**src/rtl/uart_pkg.sv**
```systemverilog
// Shared definitions for the configurable UART transmitter: FSM state
// encoding, parity-mode encodings and the baud-divisor helpers.
package uart_pkg;

  // FSM state encoding, kept as plain constants for legacy tooling
  typedef logic [2:0] uart_state_t;

  localparam uart_state_t ST_IDLE   = 3'd0;
  localparam uart_state_t ST_START  = 3'd1;
  localparam uart_state_t ST_DATA   = 3'd2;
  localparam uart_state_t ST_PARITY = 3'd3;
  localparam uart_state_t ST_STOP   = 3'd4;

  // Parity-mode encodings on cfg_parity; 2'b11 is folded onto PAR_NONE
  localparam logic [1:0] PAR_NONE = 2'b00;
  localparam logic [1:0] PAR_EVEN = 2'b01;
  localparam logic [1:0] PAR_ODD  = 2'b10;

  // Clock cycles per line bit; integer division, caller keeps it >= 2
  function automatic int calc_baud_div(input int clk_hz, input int baud);
    return clk_hz / baud;
  endfunction

  // Requested data-bit count, with anything outside 5..max_w mapped to max_w
  function automatic logic [3:0] clamp_data_bits(input logic [3:0] req,
                                                 input int         max_w);
    if ((int'(req) < 5) || (int'(req) > max_w)) begin
      return 4'(max_w);
    end
    return req;
  endfunction

endpackage

```
**src/rtl/uart_baud_gen.sv**
```systemverilog
// Bit-period timer: pulses tick on the last cycle of every BAUD_DIV-cycle
// bit period while enabled; restart forces the count back to zero so a new
// frame always begins on a full-length bit.
module uart_baud_gen #(
  parameter int BAUD_DIV = 10
) (
  input  logic clk,
  input  logic rst_n,
  input  logic en,
  input  logic restart,
  output logic tick
);

  localparam int CNT_W = (BAUD_DIV > 2) ? $clog2(BAUD_DIV) : 1;
  localparam logic [CNT_W-1:0] CNT_LAST = CNT_W'(BAUD_DIV - 1);

  logic [CNT_W-1:0] cnt;

  // Free-running modulo-BAUD_DIV counter, cleared on restart
  always_ff @(posedge clk or negedge rst_n) begin
    if (!rst_n) begin
      cnt <= '0;
    end else if (restart) begin
      cnt <= '0;
    end else if (en) begin
      if (cnt == CNT_LAST) begin
        cnt <= '0;
      end else begin
        cnt <= cnt + CNT_W'(1);
      end
    end
  end

  assign tick = en && (cnt == CNT_LAST);

endmodule

```
**src/rtl/uart_tx_cfg.sv**
```systemverilog
// Configurable UART transmitter: 5..DATA_W data bits, optional parity,
// one or two stop bits, LSB first, line idles high.
// Build option: define UART_TX_PARITY_EN to honour cfg_parity and build
// the PARITY state; without it cfg_parity is accepted but ignored.
module uart_tx_cfg
  import uart_pkg::*;
#(
  parameter int CLOCK_FREQ = 50000000,
  parameter int BAUD_RATE  = 9600,
  parameter int DATA_W     = 8
) (
  input  logic              clk,
  input  logic              rst_n,
  input  logic              tx_valid,
  output logic              tx_ready,
  input  logic [DATA_W-1:0] tx_data,
  input  logic [3:0]        cfg_data_bits,
  input  logic [1:0]        cfg_parity,
  input  logic              cfg_stop2,
  output logic              tx,
  output logic              tx_busy,
  output logic              tx_done
);

  localparam int BAUD_DIV = calc_baud_div(CLOCK_FREQ, BAUD_RATE);

  uart_state_t       state;
  logic              accept;
  logic              baud_en;
  logic              tick;
  logic [3:0]        nbits_in;
  logic [3:0]        nbits_q;
  logic [3:0]        bit_cnt;
  logic              stop2_q;
  logic              stop_cnt;
  logic              tx_q;
  logic              done_q;
  logic [DATA_W-1:0] data_masked;
  logic [DATA_W-1:0] shreg;

`ifdef UART_TX_PARITY_EN
  logic              par_en_in;
  logic              par_bit_in;
  logic              par_en_q;
  logic              par_bit_q;

  // Parity over the bits actually sent; odd mode is the inverse of even
  function automatic logic parity_of(input logic [DATA_W-1:0] d,
                                     input logic              odd);
    return odd ^ (^d);
  endfunction
`else
  logic              unused_cfg_parity;
  assign unused_cfg_parity = ^cfg_parity;
`endif

  assign accept   = tx_valid && (state == ST_IDLE);
  assign baud_en  = (state != ST_IDLE);
  assign nbits_in = clamp_data_bits(cfg_data_bits, DATA_W);

  // Zero the payload bits above the configured width so they never reach
  // the line or the parity calculation
  always_comb begin
    data_masked = '0;
    for (int i = 0; i < DATA_W; i++) begin
      data_masked[i] = tx_data[i] & (i < int'(nbits_in));
    end
  end

`ifdef UART_TX_PARITY_EN
  assign par_en_in  = (cfg_parity == PAR_EVEN) || (cfg_parity == PAR_ODD);
  assign par_bit_in = parity_of(data_masked, cfg_parity == PAR_ODD);
`endif

  uart_baud_gen #(
    .BAUD_DIV (BAUD_DIV)
  ) u_baud (
    .clk     (clk),
    .rst_n   (rst_n),
    .en      (baud_en),
    .restart (accept),
    .tick    (tick)
  );

  // Frame sequencer: latches the configuration on accept, steps through the
  // frame on each bit-end tick and drives the registered line level
  always_ff @(posedge clk or negedge rst_n) begin
    if (!rst_n) begin
      state    <= ST_IDLE;
      bit_cnt  <= '0;
      stop_cnt <= 1'b0;
      tx_q     <= 1'b1;
      done_q   <= 1'b0;
      nbits_q  <= 4'(DATA_W);
      stop2_q  <= 1'b0;
`ifdef UART_TX_PARITY_EN
      par_en_q  <= 1'b0;
      par_bit_q <= 1'b0;
`endif
    end else begin
      done_q <= 1'b0;
      case (state)
        ST_IDLE: begin
          if (accept) begin
            state    <= ST_START;
            tx_q     <= 1'b0;
            bit_cnt  <= '0;
            stop_cnt <= 1'b0;
            nbits_q  <= nbits_in;
            stop2_q  <= cfg_stop2;
`ifdef UART_TX_PARITY_EN
            par_en_q  <= par_en_in;
            par_bit_q <= par_bit_in;
`endif
          end
        end
        ST_START: begin
          if (tick) begin
            state   <= ST_DATA;
            tx_q    <= shreg[0];
            bit_cnt <= '0;
          end
        end
        ST_DATA: begin
          if (tick) begin
            if (bit_cnt == (nbits_q - 4'd1)) begin
`ifdef UART_TX_PARITY_EN
              if (par_en_q) begin
                state <= ST_PARITY;
                tx_q  <= par_bit_q;
              end else begin
                state <= ST_STOP;
                tx_q  <= 1'b1;
              end
`else
              state <= ST_STOP;
              tx_q  <= 1'b1;
`endif
            end else begin
              bit_cnt <= bit_cnt + 4'd1;
              tx_q    <= shreg[1];
            end
          end
        end
`ifdef UART_TX_PARITY_EN
        ST_PARITY: begin
          if (tick) begin
            state <= ST_STOP;
            tx_q  <= 1'b1;
          end
        end
`endif
        ST_STOP: begin
          if (tick) begin
            if (stop2_q && !stop_cnt) begin
              stop_cnt <= 1'b1;
            end else begin
              state  <= ST_IDLE;
              done_q <= 1'b1;
            end
          end
        end
        default: begin
          state <= ST_IDLE;
          tx_q  <= 1'b1;
        end
      endcase
    end
  end

  // Payload shift register: loaded on accept, shifted right at the end of
  // each data bit so bit 1 always holds the next bit to send
  always_ff @(posedge clk) begin
    if (accept) begin
      shreg <= data_masked;
    end else if ((state == ST_DATA) && tick) begin
      shreg <= shreg >> 1;
    end
  end

  assign tx       = tx_q;
  assign tx_ready = (state == ST_IDLE);
  assign tx_busy  = (state != ST_IDLE);
  assign tx_done  = done_q;

endmodule
```
**config.mk**
```make
export PLATFORM = sky130hd
export DESIGN_NAME = uart_tx_cfg
export DESIGN_NICKNAME = d
export VERILOG_FILES = /design/src/rtl/uart_pkg.sv /design/src/rtl/uart_baud_gen.sv /design/src/rtl/uart_tx_cfg.sv
export SDC_FILE = /design/constraint.sdc
export NUM_CORES = 1
export LEC_CHECK = 0
export ABC_AREA = 1
export BUFFER_PORTS_ARGS = -buffer_cell sky130_fd_sc_hd__buf_4
export CORE_ASPECT_RATIO = 0.6
export CORE_MARGIN = 2
export CORE_UTILIZATION = 52
export CTS_CLUSTER_DIAMETER = 100
export DETAILED_ROUTE_END_ITERATION = 8
export PLACE_DENSITY = 0.85
export SYNTH_ARGS = -nofsm -noshare
export SYNTH_HDL_FRONTEND = slang
export SYNTH_SLANG_ARGS = --single-unit
```
**constraint.sdc**
```tcl
create_clock -name clk -period 1.72 [get_ports clk]
set_input_delay 0.172 -clock clk [delete_from_list [all_inputs] [get_ports clk]]
set_output_delay 0.172 -clock clk [all_outputs]
set_load 0.1 [all_outputs]
```
==> flow_summary.yaml <==
floorplan:
  dieWidth_um: 85.7
  start_util_pct: 55.6
  core-area_um2: 3740
  row_count: 17
  ios: 22
  fp.dieH_um: 53.0
  dieArea_um2: 4550
power:
  clkPwrFrac_pct: 38.5
  power_density_nw_per_um2: 642
  share_seq_of_total_power_pct: 55.4
  power.total_w: 0.00159
  combPwrFrac_pct: 6.1
  p_switching_w: 0.000344
  internal_power_w: 0.00125
  swShare_pct: 21.6
  p_leak_nw: 1.14
  peakVddDrop_mv: 0.433
placement:
  gp_congestion: 0.900
  dp_hpwl_um: 3280
  portBuffers: 19
  placed_area_um2: 2330
global_routing:
  antenna_found_initial: 0
  grt.busiest_layer: "met1"
  grt_max_degree: 29
  grt_pass1_wl_um: 7930
  groute.layer.met2.usage_pct: 32.9
  use_met3_pct: 5.30
  grt_pass1_vias: 1675
  grt_overflow: 0
  gr-usage-met1_pct: 35.3
  grt_usage_pct: 23.2
synth:
  synth_nets: 287
  syn_inst: 266
  ys.flop_type: "dfrtp_1"
  synth-edff-count: 8
  yosysUniqueCellTypes: 30
  ys_ff_latch: 36
  ys_warn_count: 0
  avgSynthCellArea_um2: 7.83
  ys_seq_area_share_pct: 45.3
  synth_area_um2: 2080
  async_flop_share_pct: 77.8
sta:
  drv_slew: 0
  clock_skew_ps: 2.45
  fin_crit_sh_pct: 95.0
  worstMarginPinSlew_ps: 518
  hold_viol: 0
  fin_crit_ps: 1630
  slew_headroom_pct: 65.2
  max_freq_mhz: 612
  setup_viol: 0
clock_tree:
  htree_levels: 2
  clk_path_buf_depth: 2
  insertion_delay_ps: 280
  cts_tree: "yes"
  cts-root-buf: "clkbuf_8"
  cts.sinks: 36
  clkTransAtPathRegs_ps: 70
  cts_buffers: 5
route:
  wire_per_inst_um: 13.2
  firstDrtPassIters: 4
  drc: 0
  vias: 1831
  drtIter0Drc: 183
  postRouteWirelength_um: 4560
  postRouteAntennaNets: 0
  vias_per_cell: 5.31
min_path:
  hold_start: "cfg_stop2"
  hp-class: "input port to flop"
critical_path:
  r2r_start: "u_baud.cnt[1]"
  crit_type: "flop to primary output"
  cp_data_required_time_ps: 1550
  cp-start-kind: "flop"
  arrival_ps: 1460
  path_max_fanout: 5
  crit_path_start: "state[2]"
  endpoint_kind: "primary output"
finish:
  diodes: 0
  nets: 318
  final_area_um2: 2480
  fill_cells: 314
  drive_gt1_share_pct: 22.5
  areaGrowthSynthToFinish_pct: 19.1
status:
  status: "complete, no violations"
job:
  cap_violations: 0
what timing repair did:
action	in CTS	in global routing
resized for setup	0	10
endpoints found under the setup margin	5	10
hold buffers	1	0
endpoints found under the hold margin	26	0
buffers inserted	1	1
pin swaps	0	2
power groups by stage:
stage               Combinational [W]  Sequential [W]  Clock [W]
finish                      0.0000969        0.000883   0.000614
CTS                         0.0000908        0.000882   0.000629
floorplan                   0.0000354        0.000898          0
global placement            0.0000813        0.000899          0
global route                 0.000109        0.000883   0.000669
detailed placement          0.0000828        0.000899          0
path summary, 6_finish.rpt:
kind,endpoint,slack [ps],cells past startpoint
setup / recovery,tx_ready,90,4
hold / removal,stop2_q,90,3
setup reg to reg,bit_cnt[0],110,10
hold reg to reg,shreg[1],510,2
max in group asynchronous,tx,1070,2
min in group asynchronous,u_baud.cnt[10],330,2
stage by stage:
| step | setup slack (ps) | util, % | TNS, ps | instances | hold WS [ps] |
|---|---|---|---|---|---|
| 2_1_floorplan | -424 | - | -9910 | 266 | -124 |
| 3_3_place_gp | 101 | 62.3 | 0 | 334 | 116 |
| 3_5_place_dp | 67.4 | 62.3 | 0 | 334 | 112 |
| 4_1_cts | 36.6 | 65.2 | 0 | 344 | 87.9 |
| 5_1_grt | -2.50 | 66.3 | -3.91 | 345 | 101 |
| 6_report | 86.1 | 66.3 | 0 | 345 | 93.4 |
cells by family after synthesis:
logic type / count (synthesis) / share of synthesized area [%]
compound gates: 37 / 9.91
xor+xnor: 8 / 3.36
fa+ha+maj: 3 / 1.80
buf+inv: 45 / 8.59
flops: 36 / 45.3
simple gates: 137 / 31.1
flip-flops by register name, summed over array words and instances (netlist names):
signal,flops
u_baud.cnt,13
shreg,8
bit_cnt,4
nbits_q,4
state,3
stop2_q,1
stop_cnt,1
tx,1
tx_done,1
layout make-up:
class / count / area (um2) / share of cell area [%]
multi-input combinational: 185 / 1010 / 40.9
timing repair buffer: 28 / 213 / 8.57
tap: 47 / 58.8 / 2.37
clock buffer: 8 / 90.1 / 3.63
sequential: 36 / 943 / 38.0
inverter: 41 / 161 / 6.51
cells in the mapped netlist, drive strengths merged (5+ instances only):
master  number  share of area [%]
nand4        8                2.4
a21oi        5                1.2
xor2         7                2.9
nor2        23                6.1
nand3       18                5.2
dfrtp       26                 31
nor3         9                2.2
inv         41                7.4
edfxtp       8                 12
o21ai       20                5.0
nand2       77                 15
o22ai        8                2.4
metal layers:
layer	wire, um	vias up
met2	1900	55
met3	275	7
li1	-	936
met4	48	0
met1	2340	833
met5	0	-
cells in the final DEF (no fill, tap or decap), types with 4 or more instances in the layout:
cell	count
nor2_4	5
nor3_1	8
inv_2	10
inv_1	30
nor2_1	14
nor2_2	4
nand3_1	15
o22ai_1	8
xor2_1	7
a21oi_1	5
o21ai_0	16
clkbuf_8	6
nand2_1	72
edfxtp_1	8
dfrtp_1	26
nand4_1	8
buf_4	27
critical path: stages, from the launching register on:
cell and delay [ps]:
dfrtp_1 430, inv_2 120, nand2_4 70, nor2_4 220, buf_4 330
(Power assumes the default switching activity.)
